==> src/rtl/alu_arbiter_if.sv <==
// Request/response channels of both ALU requesters plus the shared-ALU port.
// master = requesters and ALU side, slave = the arbiter.
interface alu_arbiter_if #(
  parameter int unsigned WIDTH = 32
);
  localparam int unsigned OP_W = 4;

  logic             req0_valid;
  logic             req0_ready;
  logic [OP_W-1:0]  req0_op;
  logic [WIDTH-1:0] req0_a;
  logic [WIDTH-1:0] req0_b;
  logic             rsp0_valid;
  logic             rsp0_ready;
  logic [WIDTH-1:0] rsp0_result;
  logic             rsp0_err;

  logic             req1_valid;
  logic             req1_ready;
  logic [OP_W-1:0]  req1_op;
  logic [WIDTH-1:0] req1_a;
  logic [WIDTH-1:0] req1_b;
  logic             rsp1_valid;
  logic             rsp1_ready;
  logic [WIDTH-1:0] rsp1_result;
  logic             rsp1_err;

  logic [WIDTH-1:0] alu_a;
  logic [WIDTH-1:0] alu_b;
  logic [OP_W-1:0]  alu_ctrl;
  logic [WIDTH-1:0] alu_result;

  modport master (
    output req0_valid, req0_op, req0_a, req0_b, rsp0_ready,
    output req1_valid, req1_op, req1_a, req1_b, rsp1_ready,
    input  req0_ready, rsp0_valid, rsp0_result, rsp0_err,
    input  req1_ready, rsp1_valid, rsp1_result, rsp1_err,
    input  alu_a, alu_b, alu_ctrl,
    output alu_result
  );

  modport slave (
    input  req0_valid, req0_op, req0_a, req0_b, rsp0_ready,
    input  req1_valid, req1_op, req1_a, req1_b, rsp1_ready,
    output req0_ready, rsp0_valid, rsp0_result, rsp0_err,
    output req1_ready, rsp1_valid, rsp1_result, rsp1_err,
    output alu_a, alu_b, alu_ctrl,
    input  alu_result
  );
endinterface

==> src/rtl/alu_arbiter.sv <==
// Shares one combinational ALU between two requesters: arbitrate, register the
// winning operands, run the ALU for one cycle and hold the result until consumed.
module alu_arbiter #(
  parameter int unsigned WIDTH      = 32,
  parameter int unsigned FIXED_PRIO = 0
) (
  input  logic         clk,
  input  logic         rst_n,
  alu_arbiter_if.slave bus
);
  localparam int unsigned OP_W = 4;
  localparam logic [OP_W-1:0] LAST_LEGAL_OP = 4'b1100;

  typedef enum logic [1:0] {IDLE, EXEC, RESP} state_t;

  state_t           state;
  logic             last_grant;
  logic             owner;
  logic [OP_W-1:0]  cap_op;
  logic [WIDTH-1:0] cap_a;
  logic [WIDTH-1:0] cap_b;

  logic             rsp0_valid;
  logic             rsp0_err;
  logic [WIDTH-1:0] rsp0_result;
  logic             rsp1_valid;
  logic             rsp1_err;
  logic [WIDTH-1:0] rsp1_result;

  logic             grant_valid;
  logic             grant_id;
  logic             op_legal;
  logic [WIDTH-1:0] exec_result;
  logic             owner_rsp_ready;

  // Grant only in IDLE; contention goes to the requester that did not win last.
  always_comb begin
    grant_valid = 1'b0;
    grant_id    = 1'b0;
    if (state == IDLE) begin
      if (bus.req0_valid && bus.req1_valid) begin
        grant_valid = 1'b1;
        grant_id    = (FIXED_PRIO != 0) ? 1'b0 : ~last_grant;
      end else if (bus.req0_valid) begin
        grant_valid = 1'b1;
        grant_id    = 1'b0;
      end else if (bus.req1_valid) begin
        grant_valid = 1'b1;
        grant_id    = 1'b1;
      end
    end
  end

  assign op_legal        = (cap_op <= LAST_LEGAL_OP);
  assign exec_result     = op_legal ? bus.alu_result : '0;
  assign owner_rsp_ready = owner ? bus.rsp1_ready : bus.rsp0_ready;

  always_ff @(posedge clk or negedge rst_n) begin
    if (!rst_n) begin
      state       <= IDLE;
      last_grant  <= 1'b1;
      owner       <= 1'b0;
      cap_op      <= '0;
      cap_a       <= '0;
      cap_b       <= '0;
      rsp0_valid  <= 1'b0;
      rsp0_err    <= 1'b0;
      rsp0_result <= '0;
      rsp1_valid  <= 1'b0;
      rsp1_err    <= 1'b0;
      rsp1_result <= '0;
    end else begin
      case (state)
        IDLE: begin
          if (grant_valid) begin
            cap_op     <= grant_id ? bus.req1_op : bus.req0_op;
            cap_a      <= grant_id ? bus.req1_a  : bus.req0_a;
            cap_b      <= grant_id ? bus.req1_b  : bus.req0_b;
            owner      <= grant_id;
            last_grant <= grant_id;
            state      <= EXEC;
          end
        end
        EXEC: begin
          if (owner) begin
            rsp1_valid  <= 1'b1;
            rsp1_result <= exec_result;
            rsp1_err    <= ~op_legal;
          end else begin
            rsp0_valid  <= 1'b1;
            rsp0_result <= exec_result;
            rsp0_err    <= ~op_legal;
          end
          state <= RESP;
        end
        RESP: begin
          if (owner_rsp_ready) begin
            rsp0_valid <= 1'b0;
            rsp1_valid <= 1'b0;
            state      <= IDLE;
          end
        end
        default: state <= IDLE;
      endcase
    end
  end

  assign bus.req0_ready  = grant_valid && !grant_id;
  assign bus.req1_ready  = grant_valid &&  grant_id;
  assign bus.rsp0_valid  = rsp0_valid;
  assign bus.rsp0_result = rsp0_result;
  assign bus.rsp0_err    = rsp0_err;
  assign bus.rsp1_valid  = rsp1_valid;
  assign bus.rsp1_result = rsp1_result;
  assign bus.rsp1_err    = rsp1_err;
  assign bus.alu_a       = cap_a;
  assign bus.alu_b       = cap_b;
  assign bus.alu_ctrl    = cap_op;
endmodule

==> src/flat_wrapper.sv <==
// flat-port wrapper written by rule: the top's interface ports become plain ports
module alu_arbiter_flat 
#(
  parameter int unsigned WIDTH      = 32,
  parameter int unsigned FIXED_PRIO = 0
)
  (clk, rst_n, bus_req0_valid, bus_req0_op, bus_req0_a, bus_req0_b, bus_rsp0_ready, bus_req1_valid, bus_req1_op, bus_req1_a, bus_req1_b, bus_rsp1_ready, bus_req0_ready, bus_rsp0_valid, bus_rsp0_result, bus_rsp0_err, bus_req1_ready, bus_rsp1_valid, bus_rsp1_result, bus_rsp1_err, bus_alu_a, bus_alu_b, bus_alu_ctrl, bus_alu_result);
  alu_arbiter_if #(.WIDTH(WIDTH)) bus_i ();
  input  logic clk;
  input  logic rst_n;
  input wire logic [$bits(bus_i.req0_valid)-1:0] bus_req0_valid;
  input wire logic [$bits(bus_i.req0_op)-1:0] bus_req0_op;
  input wire logic [$bits(bus_i.req0_a)-1:0] bus_req0_a;
  input wire logic [$bits(bus_i.req0_b)-1:0] bus_req0_b;
  input wire logic [$bits(bus_i.rsp0_ready)-1:0] bus_rsp0_ready;
  input wire logic [$bits(bus_i.req1_valid)-1:0] bus_req1_valid;
  input wire logic [$bits(bus_i.req1_op)-1:0] bus_req1_op;
  input wire logic [$bits(bus_i.req1_a)-1:0] bus_req1_a;
  input wire logic [$bits(bus_i.req1_b)-1:0] bus_req1_b;
  input wire logic [$bits(bus_i.rsp1_ready)-1:0] bus_rsp1_ready;
  output wire logic [$bits(bus_i.req0_ready)-1:0] bus_req0_ready;
  output wire logic [$bits(bus_i.rsp0_valid)-1:0] bus_rsp0_valid;
  output wire logic [$bits(bus_i.rsp0_result)-1:0] bus_rsp0_result;
  output wire logic [$bits(bus_i.rsp0_err)-1:0] bus_rsp0_err;
  output wire logic [$bits(bus_i.req1_ready)-1:0] bus_req1_ready;
  output wire logic [$bits(bus_i.rsp1_valid)-1:0] bus_rsp1_valid;
  output wire logic [$bits(bus_i.rsp1_result)-1:0] bus_rsp1_result;
  output wire logic [$bits(bus_i.rsp1_err)-1:0] bus_rsp1_err;
  output wire logic [$bits(bus_i.alu_a)-1:0] bus_alu_a;
  output wire logic [$bits(bus_i.alu_b)-1:0] bus_alu_b;
  output wire logic [$bits(bus_i.alu_ctrl)-1:0] bus_alu_ctrl;
  input wire logic [$bits(bus_i.alu_result)-1:0] bus_alu_result;
  assign bus_i.req0_valid = bus_req0_valid;
  assign bus_i.req0_op = bus_req0_op;
  assign bus_i.req0_a = bus_req0_a;
  assign bus_i.req0_b = bus_req0_b;
  assign bus_i.rsp0_ready = bus_rsp0_ready;
  assign bus_i.req1_valid = bus_req1_valid;
  assign bus_i.req1_op = bus_req1_op;
  assign bus_i.req1_a = bus_req1_a;
  assign bus_i.req1_b = bus_req1_b;
  assign bus_i.rsp1_ready = bus_rsp1_ready;
  assign bus_req0_ready = bus_i.req0_ready;
  assign bus_rsp0_valid = bus_i.rsp0_valid;
  assign bus_rsp0_result = bus_i.rsp0_result;
  assign bus_rsp0_err = bus_i.rsp0_err;
  assign bus_req1_ready = bus_i.req1_ready;
  assign bus_rsp1_valid = bus_i.rsp1_valid;
  assign bus_rsp1_result = bus_i.rsp1_result;
  assign bus_rsp1_err = bus_i.rsp1_err;
  assign bus_alu_a = bus_i.alu_a;
  assign bus_alu_b = bus_i.alu_b;
  assign bus_alu_ctrl = bus_i.alu_ctrl;
  assign bus_i.alu_result = bus_alu_result;
  alu_arbiter #(.WIDTH(WIDTH), .FIXED_PRIO(FIXED_PRIO)) u_core (.clk(clk), .rst_n(rst_n), .bus(bus_i));
endmodule
==> config.mk <==
export PLATFORM = sky130hd
export DESIGN_NAME = alu_arbiter_flat
export DESIGN_NICKNAME = d
export VERILOG_FILES = /design/src/rtl/alu_arbiter_if.sv /design/src/rtl/alu_arbiter.sv /design/src/flat_wrapper.sv
export SDC_FILE = /design/constraint.sdc
export NUM_CORES = 1
export LEC_CHECK = 0
export ABC_AREA = 1
export CAP_MARGIN = 5
export CELL_PAD_IN_SITES_DETAIL_PLACEMENT = 0
export CELL_PAD_IN_SITES_GLOBAL_PLACEMENT = 1
export CORE_ASPECT_RATIO = 0.9
export CORE_MARGIN = 5
export CORE_UTILIZATION = 26
export CTS_CLUSTER_SIZE = 40
export DETAILED_ROUTE_END_ITERATION = 10
export PLACE_DENSITY_LB_ADDON = 0.25
export SLEW_MARGIN = 20
export SYNTH_ARGS = -nofsm -noshare
export SYNTH_HDL_FRONTEND = slang
export SYNTH_SLANG_ARGS = --single-unit
export TNS_END_PERCENT = 10
==> constraint.sdc <==
create_clock -name clk -period 1.7 [get_ports clk]
set_clock_uncertainty 0.2 [all_clocks]
set_input_delay 0.255 -clock clk [delete_from_list [all_inputs] [get_ports clk]]
set_output_delay 0.255 -clock clk [all_outputs]
set_load 0.005 [all_outputs]
# [Word level (Yosys, flattened, before mapping)]
# Index checks and enable logic that the tools add are counted.
[classes] magnitude_cmp=1 n_mux=20 bitwise_logic=3 eq_ne=6 reduce_logical=12
[op_table] op="32-bit 2-to-1 mux" count=3
[op_table] op="1-bit 2-to-1 mux" count=11
[op_table] op="2-bit AND reduction" count=4
[op_table] op="2-bit by 1-bit inequality test with 1-bit output, second input constant" count=3
[op_table] op="2-bit one-hot mux with 3 select lines" count=1
[op_table] op="3-bit AND reduction" count=2
[op_table] op="4-bit <= comparator, second input constant" count=1
[op_table] op="2-bit 2-to-1 mux" count=2
[op_table] op="4-bit 2-to-1 mux" count=1
[op_table] op="1-bit one-hot mux with 2 select lines" count=2
[op_table] op="1-bit logical AND" count=3
[op_table] op="1-bit NOT" count=3
[op_table] op="2-bit by 1-bit == test with 1-bit output, second input constant" count=1
[op_table] op="2-bit == test, second input constant" count=1
[op_table] op="2-bit zero test" count=1
[op_table] op="2-bit inequality test, second input constant" count=1
[op_table] op="2-bit nonzero test" count=1
[op_table] op="1-bit zero test" count=1
[totals] input_bits=174 ff_bits=140 word_cells=54 output_inout_bits=138

# [Logic depth before layout (Yosys ltp)]
# Gate-level depths: netlist of run 1.
[depth] word_depth=6 ltp_mapped=9 depth_no_buf=8

# [Least setup slack after synthesis of run 1]
# No wires, ideal clock.
[synth_path] kind="register to output" startpoint="reg u_core.state[0]" endpoint="out bus_req0_ready" path_stages_with_launch=9 required_time_ps=1245 arrival_time_ps=1283 path_slack_ps=-38 path_buffers=1 path_cell_list="dfrtp_1 > inv_1 > ha_1 > nand2_1 > inv_2 > nand2_2 > buf_6 > inv_1 > nor2_1"
[synth_via] elab_chain_cells=4 elab_cells_between_ends=5 cone_classes="mux: 2; reduce/logical: 3"
[synth_lines] element="start, declared" line_no="alu_arbiter.sv:16" text="state_t state;"
[synth_lines] element="start signal, assigned" line_no="alu_arbiter.sv:60" text="state <= IDLE;"
[synth_lines] element="start signal, assigned" line_no="alu_arbiter.sv:81" text="state <= EXEC;"
[synth_lines] element="start signal, assigned" line_no="alu_arbiter.sv:94" text="state <= RESP;"
[synth_lines] element="2-bit zero test (*)" line_no="alu_arbiter.sv:40" text="if (state == IDLE) begin"
[synth_lines] element="1-bit 2-to-1 mux" line_no="alu_arbiter.sv:40"
[synth_lines] element="1-bit zero test" line_no="alu_arbiter.sv:108" text="assign bus.req0_ready = grant_valid && !grant_id;"
[synth_lines] element="1-bit logical AND (*)" line_no="alu_arbiter.sv:108"
[synth_lines] element="end, declared" line_no="flat_wrapper.sv:21" text="output wire logic [$bits(bus_i.req0_ready)-1:0] bus_req0_ready;"
# Every way passes the cells marked *; elsewhere a longest branch is shown, timed or not.

# [Worst setup path in the final report of run 1]
# Ends and elaborated chain as after synthesis.

==> run metrics, run 1 <==
die extent in y=164 um; WL/cell=17.2 um; Worst Path Required=1240 ps; Total Wirelength=27600 um; port bufs=311; Total GRT Usage=17.0%; die area=29700 um2; commonest cells in the netlist=nand2_1 (356), nand3_1 (202), inv_1 (145); status=finished with violations; CP max FO=3; kind of critical path=flop to output pin; syn_area_per_cell=7.48 um2; top-count cell post-synth=nand2_1; Slew Viols, Final=0; Starting Density=26.4%; crit path capture type=output pin; Overflow after GRT=0; dpl cell area=10500 um2; Max Cap Violations=0; dominant cell type by area after synthesis=dfrtp_1; Root Driver=clkbuf_16; Netlist cell types=17; post-route cell area=11500 um2; Syn. warnings=0; Arrival @ worst endpoint=1460 ps; worst-margin pin slew=388 ps; Pwr per Cell Area=1680 nW/um2; clock transition at the registers of the reported paths=70 ps; syn nets=1094; DIE WIDTH=181 um; vias per cell=4.34; Mapped Cells=916; flop2flop setup slack=-100 ps; Post-synth top flop=dfrtp_1; TritonCTS clock tree=built; maximum clock insertion buffer count=2; gpl congestion=0.807; crit share post-route=112%; fin nets=1425; crit start category=flop; Rows=56; Post-synth EDFFs=0; number of global-route vias before repair=7052; routed via count=6991; DR pass1 iterations=4; Setup WS pre-CTS=-316 ps; CTS sink cnt=140; initial antenna violation count=1; register area share after synthesis=51.2%; share of layout cells above drive strength 1=9.37%; Static Leak=0.00630 uW; Worst-Skew Late Latency=420 ps; Worst R2R End=u_core.bus.alu_a[30]$_DFFE_PN0P_; final hold violation count=0; Yosys top cell area share=50.8%; fin crit period=1910 ps; Critical R2R Launch=u_core.state[0]$_DFFE_PN0P_; hold_ws=113 ps; Yosys reg bits=140; failing checks=negative setup slack; Pwr Total=19400 uW; H-tree depth=4; pin count of the biggest net entering global routing=64; DRC viols=0; CORE AREA=26000 um2; Worst VDD drop=0.000619 V; cell area after synthesis=6850 um2; number of CTS-inserted buffers=17; Hold Path Class=input port to async pin; Synth area leaders=dfrtp_1 (51%), nand2_1 (20%), nand3_1 (15%); Setup violations, final=57; Max Clock Freq=523 MHz; Layout Area Growth over Synthesis=68.2%; RSZ-0062 raised after global routing=yes; Final WS setup=-211 ps; IO Count=312; cells on worst reg2reg path=10; first-pass GRT wire length=39900 um; Async SR Flop Fraction=100%; 1st-iter DRT viols=419; Final ANT Viol Nets=0; DP Wirelength=17300 um; Rel. slew slack=74.2%
-- worst max-delay path by stage --
| stage | from | endpoint | slack, ps | cells after the start |
|---|---|---|---|---|
| 6_report | u_core.state[0]$_DFFE_PN0P_ | bus_req0_ready | -210 | 8 |
| 4_1_cts | u_core.state[1]$_DFFE_PN0P_ | bus_req0_ready | -220 | 8 |
| 5_1_grt | u_core.state[0]$_DFFE_PN0P_ | bus_req0_ready | -300 | 8 |
| 2_1_floorplan | u_core.state[0]$_DFFE_PN0P_ | bus_req0_ready | 20 | 8 |
| 3_5_place_dp | bus_req0_valid | bus_req0_ready | -320 | 5 |
| 3_3_place_gp | bus_req0_valid | bus_req0_ready | -300 | 5 |
-- state kept, by name, indices dropped and copies added, names as in the netlist --
name and flops:
u_core.bus.alu_a 32, u_core.bus.alu_b 32, u_core.bus.rsp0_result 32, u_core.bus.rsp1_result 32, u_core.bus.alu_ctrl 4, u_core.state 2
u_core.bus.rsp0_err 1, u_core.bus.rsp0_valid 1, u_core.bus.rsp1_err 1, u_core.bus.rsp1_valid 1, u_core.last_grant 1, u_core.owner 1
-- placed cells by master, fill, tap and decap left out, types with 3 or more instances in the layout --
cell type / count
buf_16: 5
inv_2: 5
inv_8: 7
clkbuf_16: 26
inv_1: 141
clkdlybuf4s50_1: 172
nand3_1: 189
nand2_1: 355
buf_4: 18
dlygate4sd2_1: 136
dfrtp_1: 139
buf_6: 6
nand3_2: 12
nor2_1: 4
buf_12: 16
inv_6: 3
-- stage by stage --
step / utilization [%] / TNS [ps] / instances
2_1_floorplan: - / 0 / 916
3_3_place_gp: 40.5 / -15450 / 1555
3_5_place_dp: 40.5 / -16420 / 1555
4_1_cts: 42.5 / -5910 / 1590
5_1_grt: 44.3 / -9230 / 1608
6_report: 44.3 / -3000 / 1609
-- report_power, final --
| part | leakage [uW] | internal, uW | total (uW) | switching, uW |
|---|---|---|---|---|
| Combinational | 0.00428 | 4590 | 9600 | 5010 |
| Clock | 0.000295 | 2110 | 3870 | 1750 |
| Sequential | 0.00172 | 5000 | 5880 | 884 |
| Total | 0.00630 | 11700 | 19400 | 7640 |
-- critical path, cell delays in order, from the launching register on --
cell     delay (ps)
dfrtp_1         390
inv_2            90
ha_4            160
nand2_2          70
inv_4            60
nand2_4          50
inv_2            50
nor2_1           30
buf_2           120
-- area by class of cell --
class | instances | area (um2)
clock inverters | 15 | 178
multi-input cells | 574 | 2580
fillers | 2637 | 14500
flip-flops and latches | 140 | 3500
diodes | 1 | 2.50
clock buffers | 17 | 425
repair buffers | 366 | 3830
well taps | 348 | 435
inverters | 148 | 566
-- layer usage --
layer | up-vias | global-route usage (%) | part of all wire [%]
li1 | 3460 | - | -
met1 | 3240 | 21.9 | 44
met2 | 256 | 26.3 | 45
met3 | 33 | 7.22 | 8.4
met4 | 2 | 4.57 | 2.0
met5 | - | 0 | 0.072
-- kinds of logic after synthesis --
family,after synthesis,share of synthesized area [%]
compound gates,5,0.530
buf+inv,202,12.8
fa+ha+maj,4,0.730
flops,140,51.2
simple gates,565,34.8
-- repair_timing --
item | CTS | global route
endpoints found under the setup margin | 208 | 137
setup buffers | 3 | 5
hold endpoints to repair | 140 | 0
pin swaps | 2 | 28
hold buffers | 1 | 0
gates cloned | 2 | 13
gates resized for setup | 152 | 38
(Power assumes the default switching activity.)
==> inputs of run 2 (changes only) <==
ABC_AREA = 0   (was 1)
CORE_UTILIZATION = 27   (was 26)
SLEW_MARGIN = default   (was 20)
==> run metrics, run 2 <==
status=finished with violations; failing checks=negative setup slack; Final Util=46.6% (+2.3 points); final std cells w/o fill=1330 (-17%); crit path capture type=output pin; Worst-Skew Late Latency=420 ps (about the same); share of layout cells above drive strength 1=14.4% (+5.0 points); initial antenna violation count=0 (-1); H-tree depth=4 (unchanged); post-route cell area=11200 um2 (-2.7%); Max Cap Violations=0 (unchanged); Comb pwr share=51.7% (+2.1 points); DIE WIDTH=174 um (-4.0%); kind of critical path=flop to output pin; crit start category=flop; Final ANT Viol Nets=0 (unchanged); fin crit period=1860 ps (-52.2 ps); TritonCTS clock tree=built; die extent in y=157 um (-4.0%); maximum clock insertion buffer count=2 (unchanged); Starting Density=27.1% (+0.78 points); Worst Path Required=1240 ps (about the same); Rel. slew slack=72.9% (-1.3 points); Setup violations, final=70 (+23%); CTS sink cnt=140 (unchanged); final hold violation count=0 (unchanged); DP Wirelength=16800 um (-3.1%); commonest non-fill, non-tap cell in the layout=clkdlybuf4s50_1; crit share post-route=109% (-3.1 points); most frequent cells in the layout=clkdlybuf4s50_1 (171), dfrtp_1 (139), dlygate4sd2_1 (136); Syn. warnings=0 (unchanged); number of fillers in the final layout=2341 (-11%); sw frac=39.2% (-0.33 points); number of CTS-inserted buffers=17 (unchanged); vias per cell=4.98 (+15%); Yosys reg bits=140 (unchanged); Pwr per Cell Area=1750 nW/um2 (+4.2%); Hold Path Class=input port to async pin; Yosys top cell area share=53.3% (+2.5 points); worst-margin pin slew=406 ps (+18.8 ps); Total GRT Usage=17.4% (+0.39 points); cell area after synthesis=6530 um2 (-4.7%); dominant cell type by area after synthesis=dfrtp_1; RSZ-0062 raised after global routing=yes; syn nets=865 (-21%); Root Driver=clkbuf_16; hold_ws=89.1 ps (-23.9 ps); Slew Viols, Final=0 (unchanged); Async SR Flop Fraction=100% (unchanged); Int Power=11900 uW (+1.9%); Rows=54 (-3.6%); gpl congestion=0.756 (-6.3%); Antenna Cells=0 (-1); syn_area_per_cell=9.50 um2 (+27%); port bufs=311 (unchanged); Mapped Cells=687 (-25%); part of the power in registers=29.6% (-0.8 points); 1st-iter DRT viols=359 (-14%); Netlist cell types=31 (+14); CORE AREA=24100 um2 (-7.5%); Final WS setup=-159 ps (+52.2 ps); DRC viols=0 (unchanged); Post-synth EDFFs=0 (unchanged); Inst Count DP=1273 (-18%); Overflow after GRT=0 (unchanged); WL/cell=19.6 um (+14%); fin nets=1187 (-17%); Max Clock Freq=538 MHz (+2.8%); register area share after synthesis=53.7% (+2.5 points); Layout Area Growth over Synthesis=71.8%; CP max FO=3 (unchanged); routed via count=6626 (-5.2%); die area=27400 um2 (-7.8%); Switch Pwr=7680 uW (+0.48%); share of total power in the clock network=18.7% (-1.3 points); Post-synth top flop=dfrtp_1; Pwr Total=19600 uW (+1.3%); number of global-route vias before repair=6740 (-4.4%); Static Leak=0.00474 uW (-25%); IO Count=312 (unchanged); first-pass GRT wire length=38100 um (-4.6%); clock transition at the registers of the reported paths=70 ps (about the same); Arrival @ worst endpoint=1400 ps (-60 ps); Worst VDD drop=0.000701 V (+13%); DR pass1 iterations=4 (unchanged); dpl cell area=10100 um2 (-3.9%); top-count cell post-synth=dfrtp_1; commonest cells in the netlist=dfrtp_1 (139), o21ai_0 (102), nand2_1 (100); Total Wirelength=26000 um (-5.7%); pin count of the biggest net entering global routing=67 (+4.7%); Synth area leaders=dfrtp_1 (53%), o2111ai_1 (9.1%), o21ai_0 (7.8%)
==> run 2: path summary, 6_finish.rpt <==
path                                                   startpoint                                     end  slack (ps)  cells after the start
hold / removal                                              rst_n   u_core.bus.rsp1_result[0]$_DFFE_PN0P_          90                      2
min in group clk                                   bus_req1_valid                u_core.owner$_DFFE_PN0P_         190                      5
max in group asynchronous                                   rst_n             u_core.state[0]$_DFFE_PN0P_         600                      3
hold reg to reg            u_core.bus.rsp1_result[12]$_DFFE_PN0P_  u_core.bus.rsp1_result[12]$_DFFE_PN0P_         270                      2
setup reg to reg                      u_core.state[0]$_DFFE_PN0P_        u_core.bus.alu_a[18]$_DFFE_PN0P_        -110                      9
setup / recovery                      u_core.state[0]$_DFFE_PN0P_                          bus_req0_ready        -160                      6
==> run 2: timing repair <==
action | in CTS | in global routing
endpoints found under the hold margin | 140 | 0
setup endpoints to repair | 207 | 111
resized for setup | 159 | 53
cloned | 2 | 14
hold buffers | 1 | 0
buffers inserted | 6 | 6
pin swaps | 5 | 4
==> run 2: cell families (layout without fill, tap and decap cells) <==
| group | after synthesis | after routing | share of synthesized area, % |
|---|---|---|---|
| AO/OA/AOI/OAI | 284 | 284 | 27.5 |
| AND/OR/NAND/NOR | 175 | 175 | 10.3 |
| flip-flops | 140 | 140 | 53.7 |
| buffers and inverters | 82 | 417 | 7.44 |
| adder cells (fa/ha/maj) | 4 | 4 | 0.767 |
| multiplexers | 2 | 2 | 0.326 |
==> run 2: metal layers <==
layer | routed length [um] | share of wire (%) | GRT usage (%)
met1 | 11900 | 46 | 23.2
met2 | 11500 | 44 | 26.5
met3 | 2220 | 8.5 | 6.48
met4 | 451 | 1.7 | 5.16
met5 | 0 | 0 | 0
==> run 2: final cells by class <==
type                            count  area, um2  share of cell area (%)
Timing Repair Buffer              380       4000                    35.7
Inverter                            5       18.8                   0.167
Multi-Input combinational cell    465       2720                    24.3
Tap cell                          308        385                    3.44
Clock buffer                       17        425                    3.79
Clock inverter                     15        151                    1.35
Sequential cell                   140       3500                    31.3
==> run 2: power by group through the flow <==
| stage | clock network, uW | logic, uW | registers (uW) |
|---|---|---|---|
| final | 3670 | 10100 | 5800 |
| after CTS | 3780 | 8980 | 5760 |
| after global placement | 0 | 9470 | 5810 |
| after global routing | 3910 | 11100 | 6010 |
| after detailed placement | 0 | 9500 | 5850 |
| after floorplan | 0 | 4000 | 5890 |
==> run 2: worst max-delay path, cell delays in order, from the launching register on <==
cell     delay, ps
dfrtp_1        380
inv_2           80
ha_4           180
nand2_4         60
nor2_4         100
nor2_1          50
buf_2          120
==> run 2: per-stage QoR <==
stage                     setup WS, ps  TNS [ps]
after floorplan                   16.5         0
after global placement            -307     -8800
after detailed placement          -313    -11470
after CTS                         -171     -9890
after global routing              -249    -10600
final                             -159     -4460
==> inputs of run 3 (changes only) <==
SLEW_MARGIN = 20   (was default)
==> results of run 3 <==
Same layout as run 2: the final DEF is identical, and so are final timing and power.
